**src/rtl/lsu_pkg.sv**
```systemverilog
// Shared definitions for the memory-stage load/store unit: funct3 encodings,
// FSM states and the datapath width.
package lsu_pkg;

  localparam int unsigned XLEN = 32;

  localparam logic [2:0] F3_B  = 3'b000;
  localparam logic [2:0] F3_H  = 3'b001;
  localparam logic [2:0] F3_W  = 3'b010;
  localparam logic [2:0] F3_BU = 3'b100;
  localparam logic [2:0] F3_HU = 3'b101;

  typedef enum logic [1:0] {
    ST_IDLE = 2'd0,
    ST_BUSY = 2'd1,
    ST_DONE = 2'd2
  } lsu_state_e;

endpackage

```
**src/rtl/lsu_align.sv**
```systemverilog
// Combinational access formatting: misalign detection, byte enables,
// store-lane replication and load lane extract with sign/zero extension.
module lsu_align
  import lsu_pkg::*;
(
  input  logic [2:0]      funct3_i,
  input  logic [1:0]      addr_i,
  input  logic [XLEN-1:0] wdata_i,
  input  logic [XLEN-1:0] rword_i,
  output logic            misalign_o,
  output logic [3:0]      be_o,
  output logic [XLEN-1:0] wdata_o,
  output logic [XLEN-1:0] rdata_o
);

  logic [15:0] lane;

  // Addressed byte/halfword moved down to bit 0.
  assign lane = 16'(rword_i >> {addr_i, 3'b000});

  always_comb begin
    misalign_o = 1'b0;
    be_o       = 4'b0000;
    wdata_o    = wdata_i;
    rdata_o    = rword_i;
    case (funct3_i)
      F3_B, F3_BU: begin
        be_o    = 4'b0001 << addr_i;
        wdata_o = {4{wdata_i[7:0]}};
        rdata_o = {{24{(funct3_i == F3_B) & lane[7]}}, lane[7:0]};
      end
      F3_H, F3_HU: begin
        misalign_o = addr_i[0];
        be_o       = addr_i[1] ? 4'b1100 : 4'b0011;
        wdata_o    = {2{wdata_i[15:0]}};
        rdata_o    = {{16{(funct3_i == F3_H) & lane[15]}}, lane};
      end
      F3_W: begin
        misalign_o = |addr_i;
        be_o       = 4'b1111;
      end
      default: misalign_o = 1'b1;
    endcase
  end

endmodule

```
**src/rtl/mem_access.sv**
```systemverilog
// Memory-stage load/store unit: one request/ready bus transaction per aligned
// load or store, with timeout abort and registered extended load data.
module mem_access
  import lsu_pkg::*;
#(
  parameter int unsigned TIMEOUT = 16
) (
  input  logic            clk,
  input  logic            reset,
  input  logic            MemReadM,
  input  logic            MemWriteM,
  input  logic [2:0]      funct3M,
  input  logic [XLEN-1:0] ALUResultM,
  input  logic [XLEN-1:0] WriteDataM,
  output logic [XLEN-1:0] ReadDataM,
  output logic            StallM,
  output logic            MisalignM,
  output logic            BusErrM,
  output logic            DReq,
  output logic            DWe,
  output logic [XLEN-1:0] DAddr,
  output logic [3:0]      DBe,
  output logic [XLEN-1:0] DWData,
  input  logic [XLEN-1:0] DRData,
  input  logic            DReady
);

  localparam int unsigned CNT_W = (TIMEOUT > 2) ? $clog2(TIMEOUT) : 1;

  lsu_state_e       state_q, state_d;
  logic [CNT_W-1:0] cnt_q, cnt_d;
  logic [XLEN-1:0]  rdata_q, rdata_d;
  logic             buserr_q, buserr_d;

  logic             access_c;
  logic             mis_c;
  logic             go_c;
  logic             req_c;
  logic [3:0]       be_c;
  logic [XLEN-1:0]  ext_c;

  lsu_align u_align (
    .funct3_i   (funct3M),
    .addr_i     (ALUResultM[1:0]),
    .wdata_i    (WriteDataM),
    .rword_i    (DRData),
    .misalign_o (mis_c),
    .be_o       (be_c),
    .wdata_o    (DWData),
    .rdata_o    (ext_c)
  );

  assign access_c = MemReadM | MemWriteM;
  assign go_c     = access_c & ~mis_c;

  // Next state; the extended load word is captured only on the edge into DONE.
  always_comb begin
    state_d  = state_q;
    cnt_d    = cnt_q;
    rdata_d  = '0;
    buserr_d = 1'b0;
    req_c    = 1'b0;
    case (state_q)
      ST_IDLE: begin
        if (go_c) begin
          req_c = 1'b1;
          if (DReady) begin
            state_d = ST_DONE;
            rdata_d = MemWriteM ? '0 : ext_c;
          end else begin
            state_d = ST_BUSY;
            cnt_d   = '0;
          end
        end
      end
      ST_BUSY: begin
        req_c = 1'b1;
        cnt_d = cnt_q + CNT_W'(1);
        if (DReady) begin
          state_d = ST_DONE;
          rdata_d = MemWriteM ? '0 : ext_c;
        end else if (cnt_q == CNT_W'(TIMEOUT - 2)) begin
          state_d  = ST_DONE;
          buserr_d = 1'b1;
        end
      end
      ST_DONE: state_d = ST_IDLE;
      default: state_d = ST_IDLE;
    endcase
  end

  always_ff @(posedge clk or posedge reset) begin
    if (reset) begin
      state_q  <= ST_IDLE;
      cnt_q    <= '0;
      rdata_q  <= '0;
      buserr_q <= 1'b0;
    end else begin
      state_q  <= state_d;
      cnt_q    <= cnt_d;
      rdata_q  <= rdata_d;
      buserr_q <= buserr_d;
    end
  end

  // Reset masks the bus-facing strobes so an in-flight request drops at once.
  assign DReq      = req_c & ~reset;
  assign StallM    = DReq;
  assign DWe       = DReq & MemWriteM;
  assign DBe       = DReq ? be_c : 4'b0000;
  assign DAddr     = {ALUResultM[XLEN-1:2], 2'b00};
  assign MisalignM = access_c & mis_c & ~reset;
  assign ReadDataM = rdata_q;
  assign BusErrM   = buserr_q;

endmodule

```
**config.mk**
```make
export PLATFORM = sky130hd
export DESIGN_NAME = mem_access
export DESIGN_NICKNAME = d
export VERILOG_FILES = /design/src/rtl/lsu_pkg.sv /design/src/rtl/lsu_align.sv /design/src/rtl/mem_access.sv
export SDC_FILE = /design/constraint.sdc
export NUM_CORES = 1
export LEC_CHECK = 0
export ABC_AREA = 1
export BUFFER_PORTS_ARGS = -buffer_cell sky130_fd_sc_hd__buf_2
export CORE_MARGIN = 2
export CORE_UTILIZATION = 45
export CTS_CLUSTER_SIZE = 14
export DETAILED_ROUTE_END_ITERATION = 10
export HOLD_SLACK_MARGIN = 0.02
export PLACE_DENSITY = 0.88
export SLEW_MARGIN = 30
export SYNTH_ARGS = -nofsm -noshare
export SYNTH_HDL_FRONTEND = slang
export SYNTH_HIERARCHICAL = 1
export SYNTH_SLANG_ARGS = --single-unit
```
**constraint.sdc**
```tcl
create_clock -name clk -period 3 [get_ports clk]
set_input_delay 0.3 -clock clk [delete_from_list [all_inputs] [get_ports clk]]
set_output_delay 0.3 -clock clk [all_outputs]
set_load 0.02 [all_outputs]
```
======== Yosys cells after proc, flatten, opt, wreduce, memory -nomap -nowiden ========
Index checks and enable logic that the tools add are counted.
W data, S select, Z words.
cells by class
  reductions and logical operators ........ 8
  multiplexer cells ....................... 23
  add/sub/neg operators ................... 1
  shift operators ......................... 2
  bitwise gates (word level) .............. 10
  equality and inequality tests ........... 9
operator list
  cell                   count
  $pmux W32 S2           3
  $mux W32               3
  $shr A32 B5 Y16        1
  $mux W4                4
  $pmux W4 S3            1
  $mux W2                4
  $pmux W4 S2            1
  $and A1 B1 Y1          7
  $eq A3 B3 Y1 const B   2
  $reduce_or A2 Y1       3
  $add A4 B1 Y4 const B  1
  $eq A4 B4 Y1 const B   1
  $mux W1                4
  $ne A2 B2 Y1 const B   2
  $pmux W2 S2            1
  $shl A1 B2 Y4 const A  1
  $eq A3 B1 Y1 const B   1
  $eq A3 B2 Y1 const B   1
  $logic_not A3 Y1       1
  $ne A3 B3 Y1 const B   1
  $pmux W1 S3            1
  $reduce_and A3 Y1      1
  $eq A2 B1 Y1 const B   1
  $logic_not A2 Y1       1
  5 further kinds        6
word-level totals
  register bits after elaboration ......... 39
  output and inout port bits .............. 105
  word-level logic and storage cells ...... 57

======== Longest topological paths before layout ========
Gate-level depths: netlist of run 1.
  word-level depth ........................ 9
  depth in mapped cells ................... 12
  gate-level depth less buffers ........... 11

======== Hierarchy ========
Netlist of run 1, hierarchy kept.
by module, submodules not included
  module      instances  cells each  area an instance (µm²)  seq. area each (µm²)
  mem_access  1          203         1,819.2                 975.9
  lsu_align   1          279         1,337.5                 0.0

======== Least setup slack after synthesis of run 1 ========
OpenSTA, ideal clock, no wires.
  path kind ............................... input -> output
  start point ............................. in reset
  end point ............................... out StallM
  arrival time ............................ 1.828 ns
  cell stages on the path ................. 4
  required time ........................... 2.700 ns
  buffers on the path ..................... 1
  setup slack ............................. 0.872 ns
  cell sequence ........................... inv_1 nand2_1 inv_1 buf_4
between the ends
  word-level cells in the longest chain between the ends .. 2
ends and longest elaborated chain
  element             RTL line           text
  start: declaration  mem_access.sv:9    input logic reset,
  $not A1 Y1          mem_access.sv:107  assign DReq = req_c & ~reset;
  $and A1 B1 Y1       mem_access.sv:107
  end: declaration    mem_access.sv:16   output logic StallM,
No other way between the ends.

======== Final worst setup path of run 1 ========
  start point ............................. in ALUResultM[0]
  end point ............................... out DBe[0]
between the ends
  word-level cells in the longest chain between the ends .. 8
  elaborated cells between the ends (all ways) .. 10
  those cells by class .................... 1 x shift; 5 x mux; 3 x bitwise; 1 x reduce/logical
ends and longest elaborated chain
  element             RTL line           text
  start: declaration  mem_access.sv:13   input logic [XLEN-1:0] ALUResultM,
  $reduce_or A2 Y1    lsu_align.sv:39    misalign_o = |addr_i;
  $pmux W1 S3 *       lsu_align.sv:26    case (funct3_i)
  net mis_c           mem_access.sv:36   logic mis_c;
  $not A1 Y1 *        mem_access.sv:54   assign go_c = access_c & ~mis_c;
  $and A1 B1 Y1 *     mem_access.sv:54
  $mux W1 *           mem_access.sv:65   if (go_c) begin
  $pmux W1 S2 *       mem_access.sv:63   case (state_q)
  $and A1 B1 Y1 *     mem_access.sv:107
  $mux W4 *           mem_access.sv:110  assign DBe = DReq ? be_c : 4'b0000;
  end: declaration    mem_access.sv:22   output logic [3:0] DBe,
The timed path passes the listed nets; every way through them passes the cells marked *.

==> impl_metrics.py, run 1 <==
metrics = {
    "sta": {
        "hold_viol": 0,
        "rsz0062_at_grt": "no",
        "setup_viol": 0,
        "timing.fmax_mhz": 451,
        "fin_worst_skew_ns": 0.00262,
        "relSlewSlack_pct": 57.2,
        "final_max_slew_viol_count": 0,
        "period_needed_ns": 2.22,
        "finalSetupTns_ns": 0,
        "finalCritPeriodShare_pct": 74.0,
        "worst_slew_pin_slew_ns": 0.640,
    },
    "pwr": {
        "internal-power_uw": 1070,
        "p_total_uw": 1660,
        "comb_power_share_pct": 33.4,
        "p_clk_share_pct": 30.6,
        "p_leak_uw": 0.00228,
        "power.switching_uw": 588,
        "vdd_drop_max_v": 0.000248,
        "power_frac_seq_pct": 36.0,
        "p_sw_share_pct": 35.4,
        "p_per_area_nw_per_um2": 450,
    },
    "cells_and_area": {
        "drive_gt1_share_pct": 34.1,
        "stdcell_area_um2": 3690,
        "num_antenna_cells": 0,
        "final.fill_count": 658,
        "area_growth_pct": 17.0,
        "utilization_pct": 54.3,
        "layout_commonest_cell": "nand2_1",
        "mostFrequentLayoutCells": "nand2_1 (209), buf_2 (146), nand3_1 (51)",
        "nNetsFinal": 682,
    },
    "detailed_routing": {
        "firstDrtPassIters": 6,
        "ant_nets": 0,
        "drt_iter0_markers": 318,
        "vias": 3394,
        "vias_per_cell": 5.04,
        "drc_errors": 0,
        "wl_per_cell_um": 13.8,
        "wirelength_um": 9260,
    },
    "hold_path": {
        "hold_path_class": "in2async",
    },
    "run": {
        "max-cap-violations": 0,
    },
    "setup_path": {
        "r2r_setup_slack_ns": 1.78,
        "ff2ff_path_depth": 5,
        "crit_type": "in2out",
        "cp.arrival_ns": 1.92,
        "crit_chain": "buf_2 > nor2_2 > inv_1 > nand3_1 > o211ai_1 > nor2_1 > o21ai_2 > nand2_2 > nand2_1 > nor2_1 > buf_2",
        "critPathCaptureType": "output port",
        "rr_startpoint": "state_q[1]",
        "cp_max_fo": 14,
        "r2r-end": "ReadDataM[16]",
        "slowest_stage": "nor2_2",
        "startpoint_type": "primary input",
        "required_ns": 2.70,
        "slowest_delay_ns": 0.33,
    },
    "grt": {
        "grtUsageTotal_pct": 23.4,
        "grt_pass1_vias": 3129,
        "overflow": 0,
        "antenna_found_initial": 0,
        "grt_pass1_wl_um": 14300,
        "grt_max_degree": 43,
    },
    "logic_synthesis": {
        "syn_area_per_cell_um2": 6.55,
        "yosys.area_share.adder_pct": 0.793,
        "netlist_area_um2": 3160,
        "synth_xor_xnor_area_share_pct": 0,
        "synth_top_family_by_area": "simple AND/OR/NAND/NOR gates",
        "syn_inst": 482,
        "synthMuxAreaShare_pct": 0,
        "yosys.cell_types.count": 25,
        "ys_seq_elements": 39,
        "yosysWarnings": 6,
        "synth_compound_area_share_pct": 2.73,
        "synth_seq_area_share_pct": 30.9,
        "synth-simple-area-share_pct": 47.2,
    },
    "floorplan": {
        "rows": 30,
        "fp.coreArea_um2": 6790,
        "io_pins": 209,
        "die_h_um": 87.8,
        "initial_core_util_pct": 46.5,
        "design.die.area_um2": 7700,
        "die_w_um": 87.8,
    },
    "placement": {
        "place_area_um2": 3560,
        "portBuffers": 146,
        "routabilityCongestion": 0.925,
        "dp_hpwl_um": 7120,
    },
    "clock_network": {
        "clockBufferDepth": 2,
        "post_cts_resize_count": 0,
        "cts-buffers-inserted": 5,
        "clk_pin_slew_ns": 0.07,
        "clock-sinks": 39,
        "clk_latency_ns": 0.28,
        "postCtsSetupRepairBufs": 0,
        "cts_tree": "done",
        "hold_buffers": 0,
        "cts_max_level": 2,
        "clockRootBuffer": "clkbuf_8",
    },
    "status": {
        "outcome": "finished clean",
    },
}
registers in the layout, summed over array words and instances (netlist names):
name and cells:
BusErrM 1, ReadDataM 32, cnt_q 4, state_q 2
per-layer routing:
metal / vias to the layer above / wire length (um) / GRT usage [%]
met5: - / 0 / 0
met4: 0 / 406 / 15.0
met3: 51 / 660 / 2.73
met2: 167 / 4520 / 39.0
met1: 1545 / 3670 / 28.7
li1: 1631 / - / -
cells by family after synthesis:
family,Yosys count
AOI/OAI and AO/OA,15
buffers and inverters,90
adders and majority gates,2
and+or+nand+nor,335
other,1
DFF,39
final cells by class:
type                            count  area [um^2]  area share, %
Multi-Input combinational cell    354         1610           43.5
Sequential cell                    39          976           26.4
Timing Repair Buffer              148          746           20.2
Tap cell                           96          120           3.25
Inverter                           28          110           2.98
Clock buffer                        6         72.6           1.97
Clock inverter                      2         60.1           1.63
worst max-delay path by stage:
stage                        startpoint      to  depth (start not counted)
after floorplan                   reset  StallM                          4
after global placement    ALUResultM[0]  DBe[0]                         11
after detailed placement  ALUResultM[0]  DBe[0]                         11
after CTS                 ALUResultM[0]  DBe[0]                         11
after global routing      ALUResultM[0]  DBe[1]                         11
final                     ALUResultM[0]  DBe[0]                         11
worst max-delay path: cells and delay by family:
| family | cells | cell delay [ns] |
|---|---|---|
| compound gates | 2 | 0.21 |
| simple gates | 6 | 0.90 |
| buf+inv | 3 | 0.50 |
metrics by stage:
| stage | worst slack (ns) | instances | hold WS [ns] |
|---|---|---|---|
| finish | 0.781 | 673 | 0.150 |
| global route | 0.617 | 673 | 0.217 |
| CTS | 0.814 | 673 | 0.165 |
| detailed placement | 0.807 | 665 | 0.474 |
| global placement | 0.924 | 665 | 0.467 |
| floorplan | 0.872 | 483 | 0.373 |
synthesized netlist by cell type, drive strengths merged:
| library cell | number | area (um^2) |
|---|---|---|
| nand2 | 215 | 837 |
| a21oi | 2 | 10.0 |
| clkbuf | 4 | 15.0 |
| o21ai | 10 | 53.8 |
| buf | 58 | 452 |
| ha | 2 | 25.0 |
| nor2 | 54 | 260 |
| inv | 28 | 110 |
| or2 | 1 | 6.26 |
| conb | 1 | 3.75 |
| o211ai | 3 | 22.5 |
| dfrtp | 39 | 976 |
| nor3 | 2 | 10.0 |
| nand3 | 63 | 375 |
power groups by stage:
| stage | clock network [uW] | registers [uW] | logic (uW) |
|---|---|---|---|
| 6_report | 509 | 599 | 555 |
| 5_1_grt | 531 | 604 | 620 |
| 4_1_cts | 516 | 598 | 553 |
| 3_5_place_dp | 0 | 607 | 552 |
| 3_3_place_gp | 0 | 605 | 540 |
| 2_1_floorplan | 0 | 624 | 444 |
Power figures use the tool's default switching activity.
==> run 2, diff against run 1 <==
Settings changed: CORE_UTILIZATION 45 to 43, PLACE_DENSITY 0.88 to 0.85.
Clock period 3 ns to 2.2 ns, I/O delays scaled along.
==> impl_metrics.py, run 2 (same netlist as run 1, synthesis figures left out) <==
metrics = {
    "status": {
        "outcome": "finished clean",
    },
    "grt": {
        "grt_max_degree": 40,
        "overflow": 0,
        "antenna_found_initial": 0,
        "grt_pass1_vias": 2898,
        "grtUsageTotal_pct": 22.2,
        "grt_pass1_wl_um": 14000,
    },
    "cells_and_area": {
        "num_antenna_cells": 0,
        "stdcell_area_um2": 3680,
        "largest_reg_flops": 32,
        "seq_area_um2": 976,
        "mostFrequentLayoutCells": "nand2_1 (209), buf_2 (146), nand3_1 (51)",
        "final.fill_count": 707,
        "utilization_pct": 51.3,
        "drive_gt1_share_pct": 34.4,
        "nNetsFinal": 683,
        "layout_commonest_cell": "nand2_1",
        "area_growth_pct": 16.7,
        "multi_input_area_um2": 1610,
    },
    "placement": {
        "pre_cts_slack_ns": 0.289,
        "dp_hpwl_um": 7150,
        "routabilityCongestion": 0.890,
        "portBuffers": 146,
        "place_area_um2": 3570,
    },
    "sta": {
        "period_needed_ns": 1.93,
        "rsz0062_at_grt": "no",
        "worst_slew_pin_slew_ns": 0.625,
        "timing.fmax_mhz": 519,
        "fin_worst_skew_ns": 0.00675,
        "setup_viol": 0,
        "setup_slack_ns": 0.272,
        "finalCritPeriodShare_pct": 87.7,
        "hold_ws_ns": 0.0612,
        "hold_viol": 0,
        "finalSetupTns_ns": 0,
        "final_max_slew_viol_count": 0,
        "relSlewSlack_pct": 58.2,
    },
    "floorplan": {
        "fp.coreArea_um2": 7180,
        "die_h_um": 89.7,
        "die_w_um": 89.7,
        "io_pins": 209,
        "rows": 31,
        "design.die.area_um2": 8040,
        "initial_core_util_pct": 44.0,
    },
    "setup_path": {
        "ff2ff_path_depth": 5,
        "r2r_setup_slack_ns": 0.99,
        "critPathCaptureType": "output port",
        "cp.arrival_ns": 1.71,
        "critPathTopFamily": "simple AND/OR/NAND/NOR gates",
        "crit_type": "in2out",
        "slowest_delay_ns": 0.20,
        "crit_chain": "buf_2 > inv_4 > nor2_1 > nand2_1 > nand2_1 > o211ai_1 > nor2_1 > o21ai_2 > nand2_2 > nand2_1 > nor2_1 > buf_2",
        "slowest_stage": "buf_2",
        "timing.critical_path.buf_inv": 3,
        "startpoint_type": "primary input",
        "crit_cells": 12,
        "cp_max_fo": 19,
        "required_ns": 1.98,
    },
    "detailed_routing": {
        "met1_length_um": 3580,
        "firstDrtPassIters": 5,
        "drt_iter0_markers": 363,
        "vias": 3339,
        "routed-wl-met2_um": 4630,
        "drc_errors": 0,
        "wl_per_cell_um": 13.7,
        "ant_nets": 0,
        "vias_per_cell": 4.93,
        "routed.top_layer": "met4",
        "met3_length_um": 745,
        "wirelength_um": 9270,
    },
    "clock_network": {
        "postCtsSetupRepairBufs": 0,
        "clock-sinks": 39,
        "clockBufferDepth": 2,
        "post_cts_resize_count": 0,
        "cts-buffers-inserted": 5,
        "clk_pin_slew_ns": 0.08,
        "clockRootBuffer": "clkbuf_8",
        "clk_latency_ns": 0.29,
        "cts_tree": "done",
        "hold_buffers": 0,
        "cts_max_level": 2,
    },
    "hold_path": {
        "hold_path_class": "in2async",
    },
    "pwr": {
        "vdd_drop_max_v": 0.000221,
        "p_per_area_nw_per_um2": 586,
        "p_leak_uw": 0.00228,
    },
    "run": {
        "max-cap-violations": 0,
    },
}
## run 2: worst paths after layout
kind	from	end
min in group clk	DReady	BusErrM
min	reset	state_q[0]
max	funct3M[1]	DBe[0]
min reg2reg	cnt_q[3]	cnt_q[3]
max reg2reg	state_q[1]	ReadDataM[22]
max in group asynchronous	reset	ReadDataM[31]
## run 2: worst register-to-register path, cell delays in order, from the launching register on
cell and delay, ns:
dfrtp_1 0.39, inv_1 0.08, nand2_2 0.13, nand2_2 0.10, inv_4 0.27, nor2_1 0.10
## run 2: layout make-up
class | count | area share, %
well taps | 99 | 3.36
repair buffers | 149 | 20.4
clock buffers | 5 | 1.87
multi-input cells | 354 | 43.6
clock inverters | 3 | 1.19
flip-flops and latches | 39 | 26.5
inverters | 28 | 2.99
## run 2: through the flow
stage,total power [uW],instances
finish,2160,677
detailed placement,1580,669
floorplan,1460,483
CTS,2170,677
global route,2290,677
global placement,1560,669
## run 2: report_power, final
| part | total (uW) | switching (uW) | internal [uW] | leakage [uW] |
|---|---|---|---|---|
| registers | 816 | 43.6 | 773 | 0.000537 |
| logic | 755 | 514 | 241 | 0.00168 |
| clock network | 589 | 251 | 337 | 0.0000581 |
| total | 2160 | 809 | 1350 | 0.00228 |
## run 2: metal layers
layer | track usage (%) | vias to the layer above
met3 | 2.93 | 40
met5 | 0 | -
met2 | 36.9 | 159
met1 | 27.9 | 1505
met4 | 12.2 | 0
li1 | - | 1635
==> run 3, diff against run 2 <==
Settings changed: ABC_AREA 1 to default, CORE_UTILIZATION 43 to 42, PLACE_DENSITY 0.85 to 0.84.
==> impl_metrics.py, run 3 <==
metrics = {
    "detailed_routing": {
        "wirelength_um": 8640,
        "firstDrtPassIters": 5,
        "drt_iter0_markers": 400,
        "wl_per_cell_um": 15.6,
        "vias_per_cell": 5.29,
        "drc_errors": 0,
        "vias": 2925,
        "ant_nets": 0,
    },
    "setup_path": {
        "required_ns": 1.98,
        "startpoint_type": "primary input",
        "rr_startpoint": "state_q[0]",
        "cp-startpoint": "ALUResultM[1]",
        "crit_type": "in2out",
        "cp_max_fo": 9,
        "critPathCaptureType": "output port",
        "cp.arrival_ns": 1.76,
    },
    "logic_synthesis": {
        "synth_top_family_by_area": "simple AND/OR/NAND/NOR gates",
        "synth.largest_area_cell": "dfrtp_1",
        "yosys.area_share.adder_pct": 0.822,
        "synthArstFlopShare_pct": 100,
        "ys_seq_elements": 39,
        "syn_area_per_cell_um2": 8.62,
        "ys.flop_type": "dfrtp_1",
        "yosysWarnings": 6,
        "synthMuxAreaShare_pct": 12.3,
        "synth_xor_xnor_area_share_pct": 0,
        "synth_area_leaders": "dfrtp_1 (32%), buf_4 (10%), mux2_2 (8.5%), and2_1 (7.6%), nand2_1 (6.3%)",
        "yosys-top-cells-count": "nand2_1 (51), buf_4 (42), dfrtp_1 (39)",
        "yosys.cell_types.count": 45,
        "synth_edf_count": 0,
        "synth_seq_area_share_pct": 32.1,
        "synth_top_area_share_pct": 32.1,
        "synth-simple-area-share_pct": 22.2,
        "synthMostInstantiatedCell": "nand2_1",
        "netlist_area_um2": 3040,
        "syn_inst": 353,
        "synth_compound_area_share_pct": 17.3,
    },
    "floorplan": {
        "io_pins": 209,
        "die_h_um": 89.1,
        "design.die.area_um2": 7950,
        "fp.coreArea_um2": 7140,
        "initial_core_util_pct": 42.7,
        "die_w_um": 89.1,
        "rows": 31,
    },
    "clock_network": {
        "postCtsSetupRepairBufs": 0,
        "clk_pin_slew_ns": 0.08,
        "clk_latency_ns": 0.29,
        "cts_tree": "done",
        "post_cts_resize_count": 0,
        "clockBufferDepth": 2,
        "cts_max_level": 2,
        "clockRootBuffer": "clkbuf_8",
        "clock-sinks": 39,
        "cts-buffers-inserted": 5,
        "hold_buffers": 0,
    },
    "run": {
        "max-cap-violations": 0,
    },
    "cells_and_area": {
        "largest_reg_flops": 32,
        "num_antenna_cells": 0,
        "mostFrequentLayoutCells": "buf_2 (146), nand2_1 (51), dfrtp_1 (39)",
        "drive_gt1_share_pct": 43.8,
        "area_growth_pct": 21.2,
        "layout_commonest_cell": "buf_2",
        "final.fill_count": 701,
        "stdcell_area_um2": 3690,
        "nNetsFinal": 559,
    },
    "sta": {
        "finalSetupTns_ns": 0,
        "relSlewSlack_pct": 56.2,
        "worst_slew_pin_slew_ns": 0.656,
        "hold_viol": 0,
        "rsz0062_at_grt": "no",
        "fin_worst_skew_ns": 0.00730,
        "timing.fmax_mhz": 506,
        "finalCritPeriodShare_pct": 89.9,
        "setup_viol": 0,
        "period_needed_ns": 1.98,
        "final_max_slew_viol_count": 0,
    },
    "grt": {
        "grt_max_degree": 49,
        "grt_pass1_vias": 2474,
        "overflow": 0,
        "grt_pass1_wl_um": 12400,
        "grtUsageTotal_pct": 20.3,
        "antenna_found_initial": 0,
    },
    "placement": {
        "dp_hpwl_um": 6620,
        "routabilityCongestion": 0.904,
        "portBuffers": 146,
        "place_area_um2": 3560,
    },
    "hold_path": {
        "hold_path_class": "in2async",
    },
    "pwr": {
        "p_leak_uw": 0.00201,
        "p_per_area_nw_per_um2": 593,
        "vdd_drop_max_v": 0.000262,
    },
    "status": {
        "outcome": "finished clean",
    },
}
[run 3: changes by cell type after synthesis, sizes merged, moves of 19 or more]
cell and delta:
nand2 -164, nand3 -58, nor2 -45, and2 +37, mux2 +24, inv -19
[run 3: metal layers]
layer / GRT usage [%] / routed length (um)
met4: 11.7 / 416
met3: 3.14 / 731
met5: 0 / 0
met2: 35.4 / 4370
met1: 23.5 / 3120
[run 3: area by class of cell]
| class | count | area (um^2) | share of cell area [%] |
|---|---|---|---|
| timing repair buffer | 155 | 798 | 21.6 |
| multi-input combinational | 243 | 1630 | 44.0 |
| clock buffer | 6 | 72.6 | 1.97 |
| inverter | 9 | 33.8 | 0.916 |
| clock inverter | 2 | 60.1 | 1.63 |
| tap | 99 | 124 | 3.36 |
| sequential | 39 | 976 | 26.4 |
[run 3: cells by family (layout without fill, tap and decap cells)]
group / Yosys count / count (layout)
other: 1 / 2
AOI/OAI and AO/OA: 73 / 73
buffers and inverters: 72 / 172
and+or+nand+nor: 132 / 132
muxes: 34 / 34
DFF: 39 / 39
adders and majority gates: 2 / 2
[run 3: final timing paths]
check / endpoint / slack [ns] / cells after the start
min in group clk: BusErrM / 0.18 / 2
worst max register to register: ReadDataM[9] / 0.83 / 4
worst max-delay path: DBe[1] / 0.22 / 7
worst min-delay path: cnt_q[0] / 0.09 / 3
max in group asynchronous: ReadDataM[4] / 1.77 / 3
worst min register to register: cnt_q[3] / 0.57 / 2
[run 3: metrics by stage]
stage               worst slack [ns]  total power (uW)  utilization, %  hold WS (ns)  std cells
CTS                            0.227              2190            51.7         0.112        553
finish                         0.222              2190            51.7        0.0912        553
global route                   0.146              2300            51.7         0.170        553
global placement               0.319              1460            49.8         0.425        545
detailed placement             0.229              1480            49.8         0.425        545
floorplan                     0.0215              1350               -         0.293        354
[run 3: worst max-delay path, stage by stage]
cell and delay (ns):
buf_2 0.17, o31ai_1 0.26, a21oi_1 0.13, o21bai_1 0.30
a211oi_4 0.33, and2_2 0.19, buf_2 0.16
[run 3: where the power goes]
part / switching (uW) / total, uW / internal [uW]
Sequential: 59.0 / 825 / 766
Combinational: 381 / 659 / 278
Clock: 251 / 704 / 453
Total: 691 / 2190 / 1500
